### src/rtl/sccb_arbiter.sv
// rtl/sccb_arbiter.sv - two-requester arbiter in front of an SCCB register write engine
//
// Grants one of two register-write requesters to a single SCCB write engine.
// Simultaneous requests are resolved round-robin; the pointer flips to the
// other requester after every completed transaction.
//
// Optional feature: define SCCB_ARB_TIMEOUT_EN to abort a BUSY transaction
// after TIMEOUT_CYCLES cycles without i_wr_done (flagged by o_err).
//
// Ports:
//   i_clk, i_rstn        clock, asynchronous active-low reset
//   i_req0/i_req1        level write requests
//   i_addr_data0/1       {reg_addr[15:8], reg_data[7:0]} per requester
//   o_ack0/o_ack1        one-cycle completion pulse to the owning requester
//   o_wr_en              start/hold level to the write engine
//   o_reg_addr/data      latched register address/data to the engine
//   i_wr_done            one-cycle completion pulse from the engine
//   o_busy               high while not IDLE
//   o_owner              granted requester index, valid while o_busy
//   o_err                pulse alongside o_ackN when the transaction timed out

module sccb_arbiter #(
  parameter logic [19:0] TIMEOUT_CYCLES = 20'd500000
) (
  input  logic        i_clk,
  input  logic        i_rstn,
  input  logic        i_req0,
  input  logic [15:0] i_addr_data0,
  output logic        o_ack0,
  input  logic        i_req1,
  input  logic [15:0] i_addr_data1,
  output logic        o_ack1,
  output logic        o_wr_en,
  output logic [7:0]  o_reg_addr,
  output logic [7:0]  o_reg_data,
  input  logic        i_wr_done,
  output logic        o_busy,
  output logic        o_owner,
  output logic        o_err
);

  typedef enum logic [1:0] {
    IDLE = 2'd0,
    BUSY = 2'd1,
    DONE = 2'd2
  } state_t;

  state_t state, next_state;
  logic   ptr;
  logic   owner;
  logic   grant1;
  logic   timeout_hit;
  logic   err_q;

  // Requester 1 wins when it is the only one asking, or both ask and the
  // round-robin pointer favours it.
  assign grant1 = i_req1 & (~i_req0 | ptr);

`ifdef SCCB_ARB_TIMEOUT_EN
  logic [19:0] cnt;

  // cnt holds the number of BUSY cycles already spent before this one, so the
  // abort decision lands on the (TIMEOUT_CYCLES+1)-th BUSY cycle.
  assign timeout_hit = (state == BUSY) && (cnt == TIMEOUT_CYCLES);

  always_ff @(posedge i_clk or negedge i_rstn) begin
    if (!i_rstn) begin
      cnt   <= 20'd0;
      err_q <= 1'b0;
    end else begin
      if (state == BUSY) begin
        cnt <= cnt + 20'd1;
      end else begin
        cnt <= 20'd0;
      end
      // A real completion in the expiry cycle wins over the timeout.
      if (state == BUSY && next_state == DONE) begin
        err_q <= ~i_wr_done;
      end else if (state == DONE) begin
        err_q <= 1'b0;
      end
    end
  end
`else
  wire unused_timeout = ^TIMEOUT_CYCLES;
  assign timeout_hit = 1'b0;
  assign err_q       = 1'b0;
`endif

  always_ff @(posedge i_clk or negedge i_rstn) begin
    if (!i_rstn) begin
      state      <= IDLE;
      ptr        <= 1'b0;
      owner      <= 1'b0;
      o_reg_addr <= 8'h00;
      o_reg_data <= 8'h00;
    end else begin
      state <= next_state;
      if (state == IDLE && (i_req0 || i_req1)) begin
        owner <= grant1;
        if (grant1) begin
          o_reg_addr <= i_addr_data1[15:8];
          o_reg_data <= i_addr_data1[7:0];
        end else begin
          o_reg_addr <= i_addr_data0[15:8];
          o_reg_data <= i_addr_data0[7:0];
        end
      end
      if (state == DONE) begin
        ptr <= ~owner;
      end
    end
  end

  always_comb begin
    next_state = state;
    case (state)
      IDLE: begin
        if (i_req0 || i_req1) next_state = BUSY;
      end
      BUSY: begin
        if (i_wr_done || timeout_hit) next_state = DONE;
      end
      DONE: begin
        next_state = IDLE;
      end
      default: begin
        next_state = IDLE;
      end
    endcase
  end

  // Outputs decode straight from state so reset removes o_wr_en at once.
  always_comb begin
    o_wr_en = 1'b0;
    o_ack0  = 1'b0;
    o_ack1  = 1'b0;
    o_err   = 1'b0;
    o_busy  = 1'b0;
    o_owner = owner;
    case (state)
      BUSY: begin
        o_wr_en = 1'b1;
        o_busy  = 1'b1;
      end
      DONE: begin
        o_busy = 1'b1;
        o_ack0 = ~owner;
        o_ack1 = owner;
        o_err  = err_q;
      end
      default: begin
        o_wr_en = 1'b0;
      end
    endcase
  end

endmodule

### config.mk
export PLATFORM = sky130hd
export DESIGN_NAME = sccb_arbiter
export DESIGN_NICKNAME = d
export VERILOG_FILES = /design/src/rtl/sccb_arbiter.sv
export SDC_FILE = /design/constraint.sdc
export NUM_CORES = 1
export LEC_CHECK = 0
export ABC_CLOCK_PERIOD_IN_PS = 1400
export BUFFER_PORTS_ARGS = -buffer_cell sky130_fd_sc_hd__buf_2
export CAP_MARGIN = 20
export CORE_ASPECT_RATIO = 0.75
export CORE_MARGIN = 2
export CORE_UTILIZATION = 41
export CTS_BUF_LIST = sky130_fd_sc_hd__clkbuf_4
export DETAILED_ROUTE_END_ITERATION = 6
export GPL_TIMING_DRIVEN = 1
export PLACE_DENSITY = 0.74
export SYNTH_ARGS = -nofsm -noshare
export SYNTH_HDL_FRONTEND = slang
export SYNTH_SLANG_ARGS = --single-unit
### constraint.sdc
create_clock -name i_clk -period 1.4 [get_ports i_clk]
set_input_delay 0.14 -clock i_clk [delete_from_list [all_inputs] [get_ports i_clk]]
set_output_delay 0.14 -clock i_clk [all_outputs]
set_load 0.01 [all_outputs]
==> flow_summary.ini <==
[clock_network]
clock-sinks = 20
cts_tree = done
cts_max_level = 1
clock_path_buffers = 2
cts_buffers = 3
clk_latency_ns = 0.31
clock-root-buffer = clkbuf_4
clkTransAtPathRegs_ns = 0.12

[critical_path]
max_stage_delay_ns = 0.42
r2r-end = state[0]
path_class = reg -> out
crit_path_start_kind = register
critical_path.slowest_cell = dfrtp_1
crit_chain = inv_2 > buf_6 > ha_4 > nor2b_1 > buf_2
path_buf_inv = 3
r2r_cells = 5
reg2reg_from = state[0]
cp.required_ns = 1.26
critical_path.top_delay_family = flip-flops
arrival_ns = 1.28
worstPathMaxFanout = 3
path_depth = 5
end_kind = output port
r2r_setup_slack_ns = 0.01

[power_and_ir_drop]
power_frac_clock_pct = 14.6
pwr_density_cell_mw_per_mm2 = 2150
switching_power_uw = 1280
power_frac_comb_pct = 53.8
p_seq_share_pct = 31.6
power_leakage_uw = 0.000726
ir_drop_v = 0.000808
cellInternalPower_uw = 2000
switching_share_pct = 38.9

[final_layout]
final_nets = 222
drive_above_1_share_pct = 45.6
antennaDiodeCount = 0
final_util_pct = 59.2
syn2layout_area_growth_pct = 39.4
final_area_mm2 = 0.00153

[global_route]
grt_start_max_net_pins = 34
grt_pass1_vias = 1065
grt_usage_pct = 19.6
use_met1_pct = 25.5
antenna_found_initial = 0
grt_pass1_wl_mm = 4.72
gr-max-usage-layer = met2
use_met3_pct = 6.47
overflow = 0
gr-usage-met2_pct = 31.4

[floorplan]
dieArea_mm2 = 0.00311
die-width_um = 63.7
die_h_um = 48.8
pin_count = 59
fp-row-count = 16
fp.coreArea_mm2 = 0.00258
start_util_pct = 42.4

[detailed_routing]
via_per_inst = 5.00
drt_pass1_iterations = 4
vias = 1080
postRouteAntennaNets = 0
drt_iter0_drc = 46
routed_wl_mm = 3.03
wl_per_cell_um = 14.0
drc = 0

[run_status]
status = finished, violations left
failed_checks = negative setup slack

[worst_hold_path]
hold_end = o_reg_addr[1]
holdCritPathClass = in -> reg
hp-start = i_addr_data0[9]
hold_depth = 3

[timing]
fin_crit_sh_pct = 102
drv_slew = 0
min_period_ns = 1.42
rsz0062_at_grt = yes
fin_ws_ns = -0.0238
hold_viol_final = 0
fmax_ghz = 0.702
finClkSkew_ns = 0.0141
setup_viol = 2

[yosys]
synth_cell_types = 23
syn_inst = 118
synth_area_mm2 = 0.00110
synth_fp_nets = 159
yosys_warnings = 0
synth-seq-area-share_pct = 45.7
ys_ff_latch = 20
synth_area_per_cell_um2 = 9.29

[job]
cap_viol_max_count = 0

[placed_design]
numPortBuffers = 57
place_congestion = 0.753
post-dp-hpwl_mm = 2.04
placedInstanceArea_mm2 = 0.00136
sequential cells by signal, summed over array words and instances (netlist names):
signal      flops
state           2
o_reg_addr      8
ptr             1
o_reg_data      8
o_owner         1
metrics by stage:
stage,hold WS [ns],setup TNS (ns),total power (uW),setup WS [ns],cells
floorplan,-0.156,0,2050,0.0613,118
global placement,0.114,0,2440,0.0521,204
detailed placement,0.115,-0.00308,2510,-0.00308,204
CTS,0.0823,-0.0250,3090,-0.0133,212
global route,0.0628,-0.246,3520,-0.0975,216
finish,0.0807,-0.0476,3280,-0.0238,216
placed cells by master (no fill, tap or decap), types with 2 or more instances in the layout:
master and count:
ha_4 2, dfrtp_1 20, a31oi_1 16, inv_1 4, nand3_1 17, o21ai_1 10, buf_4 8, clkbuf_4 3
buf_2 55, buf_6 3, o21ai_0 8, nor2_1 18
area by class of cell:
class | instances | area (um^2)
Clock buffer | 3 | 22.5
Inverter | 5 | 18.8
Clock inverter | 1 | 30.0
Tap cell | 36 | 45.0
Multi-Input combinational cell | 84 | 532
Timing Repair Buffer | 67 | 379
Sequential cell | 20 | 500
Fill cell | 214 | 1050
how the worst max path moves through the flow:
stage	endpoint	start
6_report	o_ack0	state[0]
5_1_grt	o_ack0	state[0]
4_1_cts	o_ack0	state[0]
3_5_place_dp	state[0]	state[0]
3_3_place_gp	state[0]	state[0]
2_1_floorplan	state[0]	state[0]
worst reg2reg max path, cell delays in order, from the launching register on:
cell,delay [ns]
dfrtp_1,0.42
inv_2,0.08
ha_2,0.22
nor3b_4,0.23
a21oi_2,0.06
mux2_4,0.29
synthesized netlist by cell type, drive strengths merged:
cell type,n,area [um^2]
clkbuf,1,5.00
inv,5,18.8
nor2,18,67.6
o21a,2,22.5
nand2b,1,6.26
nand3,17,85.1
mux2,1,15.0
and2,1,6.26
conb,1,3.75
buf,9,81.3
nor3b,1,18.8
dfrtp,20,500
a21oi,1,8.76
a31oi,16,100
ha,4,50.1
and2b,1,10.0
nor2b,1,6.26
o21ai,18,90.1
cells by family after synthesis:
group | count (synthesis) | share of synthesized area (%)
AND/OR/NAND/NOR | 40 | 18.3
AO/OA/AOI/OAI | 37 | 20.2
flip-flops | 20 | 45.7
buffers and inverters | 15 | 9.59
adder cells (fa/ha/maj) | 4 | 4.57
multiplexers | 1 | 1.37
other | 1 | 0.342
power groups by stage:
stage | sequential [uW] | clock, uW | combinational (uW)
floorplan | 1150 | 0 | 897
global placement | 1030 | 0 | 1420
detailed placement | 1040 | 0 | 1470
CTS | 1030 | 483 | 1580
global route | 1080 | 516 | 1930
finish | 1040 | 479 | 1760
metal layers:
layer | share of wire, % | wire [um] | vias up
met2 | 49 | 1500 | 41
met4 | 0.43 | 13 | 0
li1 | - | - | 544
met3 | 6.5 | 198 | 2
met5 | 0 | 0 | -
met1 | 44 | 1320 | 493
what timing repair did:
action / in CTS / in global routing
pin swaps: 1 / 0
hold buffers: 1 / 0
hold endpoints to repair: 20 / 0
setup endpoints to repair: 4 / 21
cloned: 0 / 1
setup buffers: 3 / 3
gates resized for setup: 6 / 5
Power figures use the tool's default switching activity.
